File: src/rtl/data_mem_lsu.sv
// MEM-stage load/store unit: validates one RV32I load/store per handshake, drives the
// byte-enable word memory for a single ACCESS cycle and returns a registered response.
module data_mem_lsu #(
  parameter int ADDR_WIDTH = 12,
  parameter int DATA_WIDTH = 32
) (
  input  logic                  clock,
  input  logic                  reset,
  input  logic                  i_req_valid,
  output logic                  o_req_ready,
  input  logic                  i_req_write,
  input  logic [2:0]            i_req_funct3,
  input  logic [31:0]           i_req_addr,
  input  logic [DATA_WIDTH-1:0] i_req_wdata,
  output logic                  o_resp_valid,
  output logic [DATA_WIDTH-1:0] o_resp_rdata,
  output logic                  o_resp_fault,
  output logic                  o_mem_enable,
  output logic                  o_mem_write_enable,
  output logic [3:0]            o_mem_byte_enable,
  output logic [ADDR_WIDTH-1:0] o_mem_address,
  output logic [DATA_WIDTH-1:0] o_mem_write_data,
  input  logic [DATA_WIDTH-1:0] i_mem_read_data
);

  typedef enum logic [1:0] {
    ST_IDLE   = 2'd0,
    ST_ACCESS = 2'd1,
    ST_RESP   = 2'd2
  } state_t;

  state_t                  r_state;
  state_t                  w_state_next;
  logic                    w_accept;
  logic                    w_fault;
  logic                    r_write;
  logic [2:0]              r_funct3;
  logic [ADDR_WIDTH-1:0]   r_addr;
  logic [DATA_WIDTH-1:0]   r_wdata;
  logic                    r_resp_valid;
  logic [DATA_WIDTH-1:0]   r_resp_rdata;
  logic                    r_resp_fault;

  // Misalignment, out-of-range address or an encoding that has no RV32I meaning.
  function automatic logic f_fault(input logic write, input logic [2:0] funct3,
                                   input logic [31:0] addr);
    logic bad_f3;
    logic misal;
    logic range;
    range = |addr[31:ADDR_WIDTH];
    if (write) begin
      bad_f3 = (funct3 > 3'd2);
    end else begin
      bad_f3 = (funct3 == 3'd3) || (funct3[2:1] == 2'b11);
    end
    case (funct3[1:0])
      2'b01:   misal = addr[0];
      2'b10:   misal = |addr[1:0];
      default: misal = 1'b0;
    endcase
    return bad_f3 | misal | range;
  endfunction

  function automatic logic [3:0] f_store_be(input logic [1:0] size, input logic [1:0] lane);
    case (size)
      2'b00:   return 4'b0001 << lane;
      2'b01:   return 4'b0011 << lane;
      default: return 4'b1111;
    endcase
  endfunction

  // Replicate the narrow datum across every lane so the byte enables pick the right copy.
  function automatic logic [31:0] f_store_data(input logic [1:0] size, input logic [31:0] data);
    case (size)
      2'b00:   return {4{data[7:0]}};
      2'b01:   return {2{data[15:0]}};
      default: return data;
    endcase
  endfunction

  function automatic logic [31:0] f_load_data(input logic [2:0] funct3, input logic [1:0] lane,
                                              input logic [31:0] rdata);
    logic [7:0]  byte_v;
    logic [15:0] half_v;
    byte_v = rdata[{lane, 3'b000} +: 8];
    half_v = rdata[{lane[1], 4'b0000} +: 16];
    case (funct3)
      3'd0:    return {{24{byte_v[7]}}, byte_v};
      3'd4:    return {24'h000000, byte_v};
      3'd1:    return {{16{half_v[15]}}, half_v};
      3'd5:    return {16'h0000, half_v};
      default: return rdata;
    endcase
  endfunction

  assign w_fault      = f_fault(i_req_write, i_req_funct3, i_req_addr);
  assign o_req_ready  = (r_state == ST_IDLE) && !reset;
  assign o_resp_valid = r_resp_valid;
  assign o_resp_rdata = r_resp_rdata;
  assign o_resp_fault = r_resp_fault;

  // Next-state and acceptance decode.
  always_comb begin
    w_state_next = r_state;
    w_accept     = 1'b0;
    case (r_state)
      ST_IDLE: begin
        if (i_req_valid) begin
          w_accept     = 1'b1;
          w_state_next = w_fault ? ST_RESP : ST_ACCESS;
        end else begin
          w_state_next = ST_IDLE;
        end
      end
      ST_ACCESS: w_state_next = ST_RESP;
      ST_RESP:   w_state_next = ST_IDLE;
      default:   w_state_next = ST_IDLE;
    endcase
  end

  // Memory port: live only in ACCESS, and reset kills a pending store on the spot.
  always_comb begin
    o_mem_enable       = 1'b0;
    o_mem_write_enable = 1'b0;
    o_mem_byte_enable  = 4'h0;
    o_mem_address      = {ADDR_WIDTH{1'b0}};
    o_mem_write_data   = {DATA_WIDTH{1'b0}};
    if ((r_state == ST_ACCESS) && !reset) begin
      o_mem_enable       = 1'b1;
      o_mem_write_enable = r_write;
      o_mem_address      = {r_addr[ADDR_WIDTH-1:2], 2'b00};
      if (r_write) begin
        o_mem_byte_enable = f_store_be(r_funct3[1:0], r_addr[1:0]);
        o_mem_write_data  = f_store_data(r_funct3[1:0], r_wdata);
      end else begin
        o_mem_byte_enable = 4'hF;
        o_mem_write_data  = {DATA_WIDTH{1'b0}};
      end
    end else begin
      o_mem_enable = 1'b0;
    end
  end

  // State, latched request and response registers.
  always_ff @(posedge clock) begin
    if (reset) begin
      r_state      <= ST_IDLE;
      r_write      <= 1'b0;
      r_funct3     <= 3'd0;
      r_addr       <= {ADDR_WIDTH{1'b0}};
      r_wdata      <= {DATA_WIDTH{1'b0}};
      r_resp_valid <= 1'b0;
      r_resp_rdata <= {DATA_WIDTH{1'b0}};
      r_resp_fault <= 1'b0;
    end else begin
      r_state      <= w_state_next;
      r_resp_valid <= (w_state_next == ST_RESP);
      if (w_accept) begin
        r_write      <= i_req_write;
        r_funct3     <= i_req_funct3;
        r_addr       <= i_req_addr[ADDR_WIDTH-1:0];
        r_wdata      <= i_req_wdata;
        r_resp_fault <= w_fault;
        r_resp_rdata <= {DATA_WIDTH{1'b0}};
      end else if (r_state == ST_ACCESS) begin
        r_resp_fault <= 1'b0;
        r_resp_rdata <= r_write ? {DATA_WIDTH{1'b0}}
                                : f_load_data(r_funct3, r_addr[1:0], i_mem_read_data);
      end else if (r_state == ST_RESP) begin
        r_resp_fault <= 1'b0;
        r_resp_rdata <= {DATA_WIDTH{1'b0}};
      end else begin
        r_resp_fault <= r_resp_fault;
        r_resp_rdata <= r_resp_rdata;
      end
    end
  end

endmodule
File: config.mk
export PLATFORM = sky130hd
export DESIGN_NAME = data_mem_lsu
export DESIGN_NICKNAME = d
export VERILOG_FILES = /design/src/rtl/data_mem_lsu.sv
export SDC_FILE = /design/constraint.sdc
export NUM_CORES = 1
export LEC_CHECK = 0
export BUFFER_PORTS_ARGS = -buffer_cell sky130_fd_sc_hd__buf_2
export CAP_MARGIN = 5
export CORE_MARGIN = 5
export CORE_UTILIZATION = 35
export CTS_CLUSTER_SIZE = 12
export DETAILED_ROUTE_END_ITERATION = 8
export PLACE_DENSITY = 0.65
export SLEW_MARGIN = 20
export SYNTH_ARGS = -nofsm -noshare
export SYNTH_HDL_FRONTEND = slang
export SYNTH_SLANG_ARGS = --single-unit
File: constraint.sdc
create_clock -name clock -period 2.25 [get_ports clock]
set_input_delay 0.1125 -clock clock [delete_from_list [all_inputs] [get_ports clock]]
set_output_delay 0.1125 -clock clock [all_outputs]
set_load 0.01 [all_outputs]
== After elaboration in Yosys (flattened, before gate mapping) ==
Cells that the tools add are included.

* Order comparisons: 1
* Eq/ne operators: 11
* Shifts and indexed selects: 4
* Muxes and demuxes: 23
* Bitwise operators: 2
* Reductions and logical operators: 12

{| class="wikitable"
|+ Operator list
! kind !! count
|-
| $mux 32 || 5
|-
| $pmux 32 s4 || 1
|-
| $pmux 32 s2 || 1
|-
| $shiftx 32x6->16 || 1
|-
| $shiftx 32x6->8 || 1
|-
| $reduce_or 20->1 || 1
|-
| $mux 12 || 1
|-
| $eq 2x2->1 const B || 4
|-
| $mux 1 || 8
|-
| $mux 4 || 2
|-
| $pmux 4 s2 || 1
|-
| $eq 2x1->1 const B || 3
|-
| $eq 3x3->1 const B || 2
|-
| $logic_not 2->1 || 2
|-
| $mux 2 || 2
|-
| $pmux 2 s2 || 1
|-
| $reduce_or 2->1 || 2
|-
| $shl 1x2->4 const A || 1
|-
| $shl 2x2->4 const A || 1
|-
| $eq 3x1->1 const B || 1
|-
| $eq 3x2->1 const B || 1
|-
| $gt 3x2->1 const B || 1
|-
| $logic_not 3->1 || 1
|-
| $reduce_bool 3->1 || 1
|-
| 6 further kinds || 8
|}

* Register bits: 84
* Bits of input ports: 103
* Output and inout bits: 85
* Word-level logic and storage cells: 61

== Longest topological paths before layout ==
Gate-level depths: netlist of the first run.

* Word-level depth: 9
* Mapped depth: 9
* Gate-level depth less buffers: 6

== Worst setup path before layout of the first run ==
OpenSTA, ideal clock, no wires.

* Path type: register -> register
* From: register r_state[0]
* To: register r_resp_rdata[22], in the netlist o_resp_rdata[22]
* Library setup time: 0.058 ns
* Data arrival time: 1.632 ns
* Required time: 2.192 ns
* Slack: 0.559 ns
* Cell stages (with the launch flop): 8
* Buffers on the path: 1
* Clock period less this slack: 1.691 ns
* Cells stage by stage: dfxtp_1 inv_1 ha_1 nand2b_1 nor3_4 o2111ai_4 buf_2 nand2_1

* Word-level cells in the longest chain between the ends: 3
* Elaborated cells between the ends (all ways): 7
* Classes of those cells: eq/ne (2); mux (2); reduce/logical (3)

{| class="wikitable"
|+ Ends and longest elaborated chain
! element !! line !! source
|-
| from (decl) || 32 || <nowiki>state_t r_state;</nowiki>
|-
| from (signal assigned) || 156 || <nowiki>r_state <= w_state_next;</nowiki>
|-
| $logic_not 2->1 || 106 || <nowiki>case (r_state)</nowiki>
|-
| $mux 1 || 106 ||
|-
| $reduce_or 2->1 (no source line) || -- ||
|-
| to (signal assigned) || 153 || <nowiki>r_resp_rdata <= {DATA_WIDTH{1'b0}};</nowiki>
|-
| to (signal assigned) || 164 || <nowiki>r_resp_rdata <= {DATA_WIDTH{1'b0}};</nowiki>
|-
| to (signal assigned) || 167 || <nowiki>r_resp_rdata <= r_write ? {DATA_WIDTH{1'b0}}</nowiki>
|-
| to (decl) || 41 || <nowiki>logic [DATA_WIDTH-1:0] r_resp_rdata;</nowiki>
|}

Parallel ways exist; a longest one is shown, timed or not.
A chain may end at the register's enable or synchronous reset.

== Worst setup path in the final report of the first run ==
* From: register r_state[1]
* To: output o_mem_write_data[26]

* Word-level cells in the longest chain between the ends: 3

{| class="wikitable"
|+ Ends and longest elaborated chain
! element !! line !! source
|-
| $eq 2x1->1 || 128 || <nowiki>if ((r_state == ST_ACCESS) && !reset) begin</nowiki>
|-
| $logic_and 1x1->1 || 128 ||
|-
| $mux 32 || 128 ||
|-
| to (decl) || 22 || <nowiki>output logic [DATA_WIDTH-1:0] o_mem_write_data,</nowiki>
|}

No other way between the ends.

==> results of run 1 <==
logic make-up after synthesis:
family,count (synthesis),synth area share (%)
compound gates,156,22.28
fa+ha+maj,6,1.725
buf+inv,54,5.548
flops,84,38.63
mux,18,4.455
other cells,1,0.08615
simple gates,260,27.28
final timing paths:
check	from	depth (start not counted)	to	slack (ns)
max	r_state[1]	8	o_mem_write_data[26]	0.19
min	i_req_addr[8]	3	r_addr[8]	0.01
max reg2reg	r_state[0]	6	o_resp_rdata[18]	0.28
min reg2reg	r_addr[10]	2	r_addr[10]	0.45
power groups by stage:
| stage | Sequential, W | Combinational (W) | Clock (W) |
|---|---|---|---|
| floorplan | 0.00160 | 0.000296 | 0 |
| global placement | 0.00162 | 0.000458 | 0 |
| detailed placement | 0.00162 | 0.000468 | 0 |
| CTS | 0.00159 | 0.000497 | 0.00163 |
| global route | 0.00159 | 0.000552 | 0.00170 |
| finish | 0.00159 | 0.000497 | 0.00159 |
cell usage in the layout, fill, tap and decap left out, types with 2 or more instances in the layout:
cell / instances
a211oi_1: 2
a21oi_1: 83
a221oi_1: 7
a22oi_1: 23
a31o_1: 14
and2_1: 10
and2b_1: 8
and3_1: 8
buf_2: 185
buf_4: 14
bufinv_16: 2
clkbuf_16: 9
clkinvlp_4: 3
conb_1: 2
dfxtp_1: 83
dlygate4sd3_1: 21
ha_1: 6
inv_1: 6
mux2i_1: 16
nand2_1: 156
nand2b_1: 5
nor2_1: 35
nor2b_1: 11
nor3_1: 7
nor3b_1: 3
nor4_1: 6
o21a_1: 2
o21ai_0: 9
o21ai_1: 10
or2_0: 2
area by class of cell:
type / count / area, sq um
fillers: 1212 / 6182
multi-input cells: 442 / 2437
flip-flops and latches: 84 / 1683
repair buffers: 220 / 1241
clock buffers: 9 / 225.2
well taps: 168 / 210.2
clock inverters: 7 / 100.1
inverters: 8 / 32.53
flip-flops by register name, summed over array words and instances (netlist names):
register      flops
r_addr           12
o_resp_fault      1
o_resp_rdata     32
r_state           2
r_wdata          32
o_resp_valid      1
r_funct3          3
r_write           1
metrics by stage:
step                std cells  instance area, sq um  utilization [%]  total power (W)
floorplan                 580                  4357                -         0.001895
global placement          901                  5391            44.51         0.002076
detailed placement        901                  5391            44.51         0.002088
CTS                       938                  5927            48.94         0.003718
global route              938                  5929            48.96         0.003846
finish                    938                  5929            48.96         0.003678
cell usage after synthesis:
master     instances  area, sq um
a2111oi_2          1        15.01
a211oi_1           2        15.01
a21oi_1           83        415.4
a221oi_1           7        61.31
a22oi_1           23        172.7
a31o_1            14        122.6
a31oi_1            1        6.260
and2_1            11        68.82
and2b_1            8        60.06
and3_1             8        50.05
buf_1              2        7.510
buf_2             22        110.1
buf_4              3        22.52
clkbuf_1          19        71.32
conb_1             1        3.750
dfxtp_1           84         1682
ha_1               6        75.07
inv_1              6        22.52
inv_2              2        7.510
mux2_2             1        11.26
mux2i_1           16        160.2
mux4_2             1        22.52
nand2_1          157        589.3
nand2b_1           5        31.28
nand3b_1           1        7.510
nand4_1            1        6.260
nor2_1            35        131.4
nor2b_1           11        68.82
nor3_1             7        35.03
nor3_2             1        10.01
nor3_4             1        16.27
nor3b_1            3        22.52
nor4_1             6        37.54
nor4_2             1        12.51
nor4_4             1        21.27
o2111ai_1          1        8.760
o2111ai_4          1        26.28
o21a_1             2        15.01
o21ai_0            9        45.04
o21ai_1           10        50.05
o2bb2ai_1          1        8.760
o31ai_1            1        7.510
or2_0              2        12.51
or2_1              1        6.260
worst max-delay path: stages, from the launching register on:
cell and delay (ns):
dfxtp_1 0.31, inv_1 0.07, ha_1 0.21, nand2b_1 0.18
inv_4 0.21, nand2_1 0.08, buf_4 0.23, nor2_1 0.16
buf_2 0.15
what timing repair did:
action / in CTS / in global routing
hold endpoints to repair: 21 / 0
resized for setup: 0 / 2
hold buffers: 21 / 0
setup endpoints to repair: 0 / 5
per-layer routing:
| metal | up-vias | routed length, microns | share of wire (%) | global-route usage (%) |
|---|---|---|---|---|
| li1 | 2353 | - | - | - |
| met1 | 2198 | 6019 | 42 | 22.81 |
| met2 | 206 | 6855 | 48 | 32.06 |
| met3 | 22 | 1213 | 8.4 | 5.548 |
| met4 | 0 | 322 | 2.2 | 6.933 |
| met5 | - | 0 | 0 | 0 |
==> results.cfg, run 1 <==
[synthesis]
ys_seq_area_share_pct = 38.63
synth.distinct_cells = 44
ys_warn_count = 0
syn_area_sq_mm = 0.004353
synth_cells = 579
synth-seq-cells = 84
synth_area_per_cell_sq_um = 7.518

[power]
power.internal_w = 0.002732
pwr_density_cell_mw_per_mm2 = 620.3
p_sw_w = 0.0009463
p_seq_share_pct = 43.2
ir_worst_vdd_mv = 0.6128
power_frac_comb_pct = 13.5
switching_share_pct = 25.73
clock_power_share_pct = 43.3
power.static_leakage_nw = 2.754

[placement]
gp_congestion = 0.8743
post-place-ws_ns = 0.2942
hpwlAfterDp_mm = 10.96
port_buffers = 185

[global_route]
antenna_found_initial = 0
globalRoute.totalOverflow = 0
grt_pass1_wl_mm = 22.36
grt_pass1_vias = 4616
grtUsageTotal_pct = 18.96
grt_start_max_net_pins = 57

[route]
vias = 4779
routedWlPerCell_microns = 15.36
vias_per_cell = 5.095
drc_errors = 0
first_pass_iters = 6
drt_iter0_drc = 299
wirelength_mm = 14.41
antenna_left = 0

[sta]
fin_crit_ns = 2.062
clock_skew_ns = 0.009369
period_share_pct = 91.63
fin_ws_ns = 0.1883
final_hold_viol_count = 0
tns_ns = 0
worst_hold_slack_ns = 0.01429
fmax_mhz = 485.0
setup_violations = 0
maxSlewViolCount = 0
tightestPinTransition_ns = 0.5794
rsz0062_at_grt = false
max_slew_margin_pct = 61.38

[clock_tree]
cts_tree = yes
clk_latency_ns = 0.34
cts_sinks = 84
clockBufferDepth = 2
cts_root_buffer = clkbuf_16
path_clk_slew_ns = 0.06
numCtsBuffers = 9
post-cts-setup-buffers = 0
htree_levels = 3

[final_layout]
drive_gt1_share_pct = 29.61
final_nets = 874
antenna_cells = 0
syn2layout_area_growth_pct = 36.22

[die]
dieArea_sq_mm = 0.01477
core_sq_mm = 0.01211
start_util_pct = 35.94
placementRows = 40
fp.dieH_microns = 121.5
die_w_microns = 121.5
io_pins = 188

[critical_path]
end_kind = output pin
required_ns = 2.14
cp_max_fo = 25
cp.arrival_ns = 1.95
critical_path_class = reg2out
startpoint_type = flop

[run_status]
status = finished clean

[worst_hold_path]
hold_path_class = in2reg

[job]
maxCapViolCount = 0
Power figures use the tool's default switching activity.
==> run 2: changes to the inputs <==
MAX_ROUTING_LAYER = met4   (was unset)
==> run 2 against run 1 <==
Against the previous run: critical path type unchanged; setup slack improved by 0.0025 ns; count of clock-buffer cells in the layout did not move; clock power barely moved.
==> results.cfg, run 2 (synthesized netlist as in run 1, its figures left out) <==
[final_layout]
antenna_cells = 0
drive_gt1_share_pct = 29.61
final_nets = 874
syn2layout_area_growth_pct = 36.22
final_common_cell = buf_2
final_cell_mix = buf_2, nand2_1, a21oi_1, dfxtp_1, nor2_1
stdcell_area_sq_mm = 0.005929

[route]
drc_errors = 0
routedWlPerCell_microns = 15.39
vias = 4782
vias_per_cell = 5.098
drt_iter0_drc = 330
antenna_left = 0
first_pass_iters = 5
wirelength_mm = 14.44

[placement]
hpwlAfterDp_mm = 10.96
port_buffers = 185
placed_cell_area_sq_mm = 0.005391
post-place-ws_ns = 0.2942
gp_congestion = 0.8887

[sta]
tns_ns = 0
setup_violations = 0
tightestPinTransition_ns = 0.5805
rsz0062_at_grt = false
maxSlewViolCount = 0
fin_ws_ns = 0.1909
final_hold_viol_count = 0
clock_skew_ns = 0.009358
period_share_pct = 91.52
max_slew_margin_pct = 61.30
fin_crit_ns = 2.059
fmax_mhz = 485.6
worst_hold_slack_ns = 0.01378

[critical_path]
end_kind = output pin
required_ns = 2.14
cp.arrival_ns = 1.95
critical_path_class = reg2out
startpoint_type = flop
cp_max_fo = 25

[die]
dieArea_sq_mm = 0.01477
io_pins = 188
die_w_microns = 121.5
core_sq_mm = 0.01211
fp.dieH_microns = 121.5
placementRows = 40
start_util_pct = 35.94

[global_route]
grt_pass1_vias = 4621
grtUsageTotal_pct = 19.52
grt_pass1_wl_mm = 22.37
antenna_found_initial = 0
globalRoute.totalOverflow = 0
grt_start_max_net_pins = 57

[job]
maxCapViolCount = 0

[clock_tree]
cts_sinks = 84
path_clk_slew_ns = 0.06
htree_levels = 3
cts_root_buffer = clkbuf_16
numCtsBuffers = 9
clockBufferDepth = 2
cts_tree = yes
clk_latency_ns = 0.34

[power]
power.static_leakage_nw = 2.754
totalPowerFinal_w = 0.003678
pwr_density_cell_mw_per_mm2 = 620.2
ir_worst_vdd_mv = 0.6115

[run_status]
status = finished clean

[worst_hold_path]
hold_path_class = in2reg
==> run 2: metrics by stage <==
step	util, %	instances
floorplan	-	580
global placement	44.51	901
detailed placement	44.51	901
CTS	48.94	938
global route	48.96	938
finish	48.96	938
==> run 2: layout make-up <==
class,instances,area [sq um]
inverter,8,32.53
fill,1212,6182
multi-input combinational,442,2437
sequential,84,1683
clock buffer,9,225.2
timing repair buffer,220,1241
clock inverter,7,100.1
tap,168,210.2
==> run 2: layer usage <==
metal / wire (microns) / GRT usage [%]
met1: 6191 / 23.62
met2: 6875 / 31.95
met3: 1069 / 4.476
met4: 303 / 6.933
met5: 0 / -
==> run 2: what timing repair did <==
| action | CTS | global route |
|---|---|---|
| endpoints found under the setup margin | 0 | 7 |
| hold buffers | 21 | 0 |
| hold endpoints to repair | 21 | 0 |
| gates resized for setup | 0 | 2 |
| buffers inserted | 0 | 0 |
==> run 2: final timing paths <==
| kind | startpoint | end | slack (ns) | depth (start not counted) |
|---|---|---|---|---|
| hold / removal | i_req_addr[8] | r_addr[8] | 0.01 | 3 |
| hold reg to reg | r_addr[10] | r_addr[10] | 0.45 | 2 |
| setup reg to reg | r_state[0] | o_resp_rdata[18] | 0.28 | 6 |
| setup / recovery | r_state[1] | o_mem_write_data[26] | 0.19 | 8 |
==> run 2: critical path, stage by stage, from the launching register on <==
cell	delay (ns)
dfxtp_1	0.31
inv_1	0.07
ha_1	0.21
nand2b_1	0.18
inv_4	0.21
nand2_1	0.07
buf_4	0.23
nor2_1	0.16
buf_2	0.15
==> run 2: report_power, final <==
part	switching [W]	internal (W)	total, W
logic	0.000284	0.000214	0.000498
registers	0.0000470	0.00154	0.00159
clock network	0.000615	0.000977	0.00159
total	0.000946	0.00273	0.00368
==> run 3: changes to the inputs <==
CORE_MARGIN = 2   (was 5)
HOLD_SLACK_MARGIN = 0.05   (was unset)
SLEW_MARGIN = 30   (was 20)
==> run 3 against run 2 <==
Against the previous run: wire length is 2.2% higher; maximum frequency is 1.1% higher; critical path type is now reg2reg; worst hold slack better by 0.054 ns; utilization is 3.1 points higher; design area is 5.9% higher; via count is 4.8% higher; total power is 2.9% higher.
==> results.cfg, run 3 (synthesized netlist as in run 1, its figures left out) <==
[clock_tree]
clockBufferDepth = 2
numCtsBuffers = 9
post-cts-setup-buffers = 0
clk_latency_ns = 0.34
cts_tree = yes
cts_root_buffer = clkbuf_16
htree_levels = 3
path_clk_slew_ns = 0.06
cts_sinks = 84

[sta]
period_share_pct = 90.56
clock_skew_ns = 0.005050
setup_violations = 0
tns_ns = 0
tightestPinTransition_ns = 0.6005
final_hold_viol_count = 0
max_slew_margin_pct = 59.97
fmax_mhz = 490.8
worst_hold_slack_ns = 0.06750
rsz0062_at_grt = false
maxSlewViolCount = 0
fin_crit_ns = 2.038

[die]
core_sq_mm = 0.01206
die_w_microns = 115.5
start_util_pct = 36.09
fp.dieH_microns = 115.5
placementRows = 40
dieArea_sq_mm = 0.01334
io_pins = 188

[final_layout]
final_nets = 907
final_cell_mix = buf_2, nand2_1, a21oi_1
final_common_cell = buf_2
fill_cells = 1138
stdcell_area_sq_mm = 0.006280
drive_gt1_share_pct = 28.52
syn2layout_area_growth_pct = 44.27

[placement]
port_buffers = 185
placed_cell_area_sq_mm = 0.005384
hpwlAfterDp_mm = 10.46
gp_congestion = 0.8664

[route]
antenna_left = 0
drc_errors = 0
wirelength_mm = 14.75
first_pass_iters = 5
drt_iter0_drc = 393
vias_per_cell = 5.152
routedWlPerCell_microns = 15.16
vias = 5013

[global_route]
antenna_found_initial = 0
grtUsageTotal_pct = 22.68
grt_pass1_vias = 4799
globalRoute.totalOverflow = 0
grt_pass1_wl_mm = 23.07
grt_start_max_net_pins = 57

[power]
ir_worst_vdd_mv = 0.5163
pwr_density_cell_mw_per_mm2 = 602.5
power.static_leakage_nw = 2.914

[critical_path]
end_kind = flop
cp_max_fo = 16
startpoint_type = flop
required_ns = 2.52
critical_path_class = reg2reg
cp.arrival_ns = 2.30

[worst_hold_path]
hold_path_class = in2reg

[run_status]
status = finished clean

[job]
maxCapViolCount = 0
[run 3: cell count changes in the layout (fill, tap and decap cells not counted), sizes merged]
cell and change:
dlygate4sd3 +34, inv -1, clkbuf +3, clkinvlp -3, clkinv +1, diode +2, buf -1
[run 3: worst paths after layout]
path	from	end	slack [ns]	cells past startpoint
worst max register to register	r_state[0]	o_resp_rdata[26]	0.21	6
worst min-delay path	i_req_funct3[0]	r_funct3[0]	0.07	3
worst max-delay path	r_state[0]	o_resp_rdata[26]	0.21	6
worst min register to register	r_addr[7]	r_addr[7]	0.45	2
[run 3: worst max-delay path, cell delays in order, from the launching register on]
cell	delay, ns
dfxtp_1	0.33
inv_1	0.06
ha_1	0.45
nand2b_1	0.22
nor3_4	0.41
o2111ai_4	0.35
nand2_1	0.14
[run 3: where the power goes]
part	internal [W]	switching [W]	total, W
registers	0.00154	0.0000491	0.00159
clock network	0.00106	0.000590	0.00165
logic	0.000251	0.000293	0.000544
total	0.00285	0.000931	0.00378
[run 3: per-layer routing]
| layer | share of wire (%) | GRT usage [%] | vias up |
|---|---|---|---|
| li1 | - | - | 2421 |
| met1 | 44 | 26.97 | 2379 |
| met2 | 49 | 37.47 | 185 |
| met3 | 5.4 | 3.870 | 28 |
| met4 | 2.3 | 10.44 | 0 |
| met5 | 0 | - | - |
[run 3: final cells by class]
| class | instances | area (sq um) | area share, % |
|---|---|---|---|
| multi-input combinational | 442 | 2440 | 38.85 |
| sequential | 84 | 1684 | 26.82 |
| timing repair buffer | 253 | 1574 | 25.06 |
| clock buffer | 12 | 266.5 | 4.244 |
| tap | 168 | 210.2 | 3.347 |
| clock inverter | 4 | 70.07 | 1.116 |
| inverter | 8 | 30.03 | 0.4782 |
| antenna | 2 | 5.005 | 0.07970 |
[run 3: per-stage QoR]
| step | power, W | setup slack (ns) | utilization [%] | std cells |
|---|---|---|---|---|
| after detailed placement | 0.002088 | 0.2813 | 44.64 | 900 |
| final | 0.003784 | 0.2125 | 52.06 | 973 |
| after CTS | 0.003806 | 0.08895 | 51.99 | 971 |
| after global routing | 0.003950 | 0.06056 | 52.02 | 971 |
| after floorplan | 0.001895 | 0.5591 | - | 580 |
| after global placement | 0.002073 | 0.3651 | 44.64 | 900 |
[run 3: repair_timing]
item,in CTS,in global routing
gates resized for setup,0,2
endpoints found under the hold margin,55,0
endpoints found under the setup margin,0,15
hold buffers,55,0
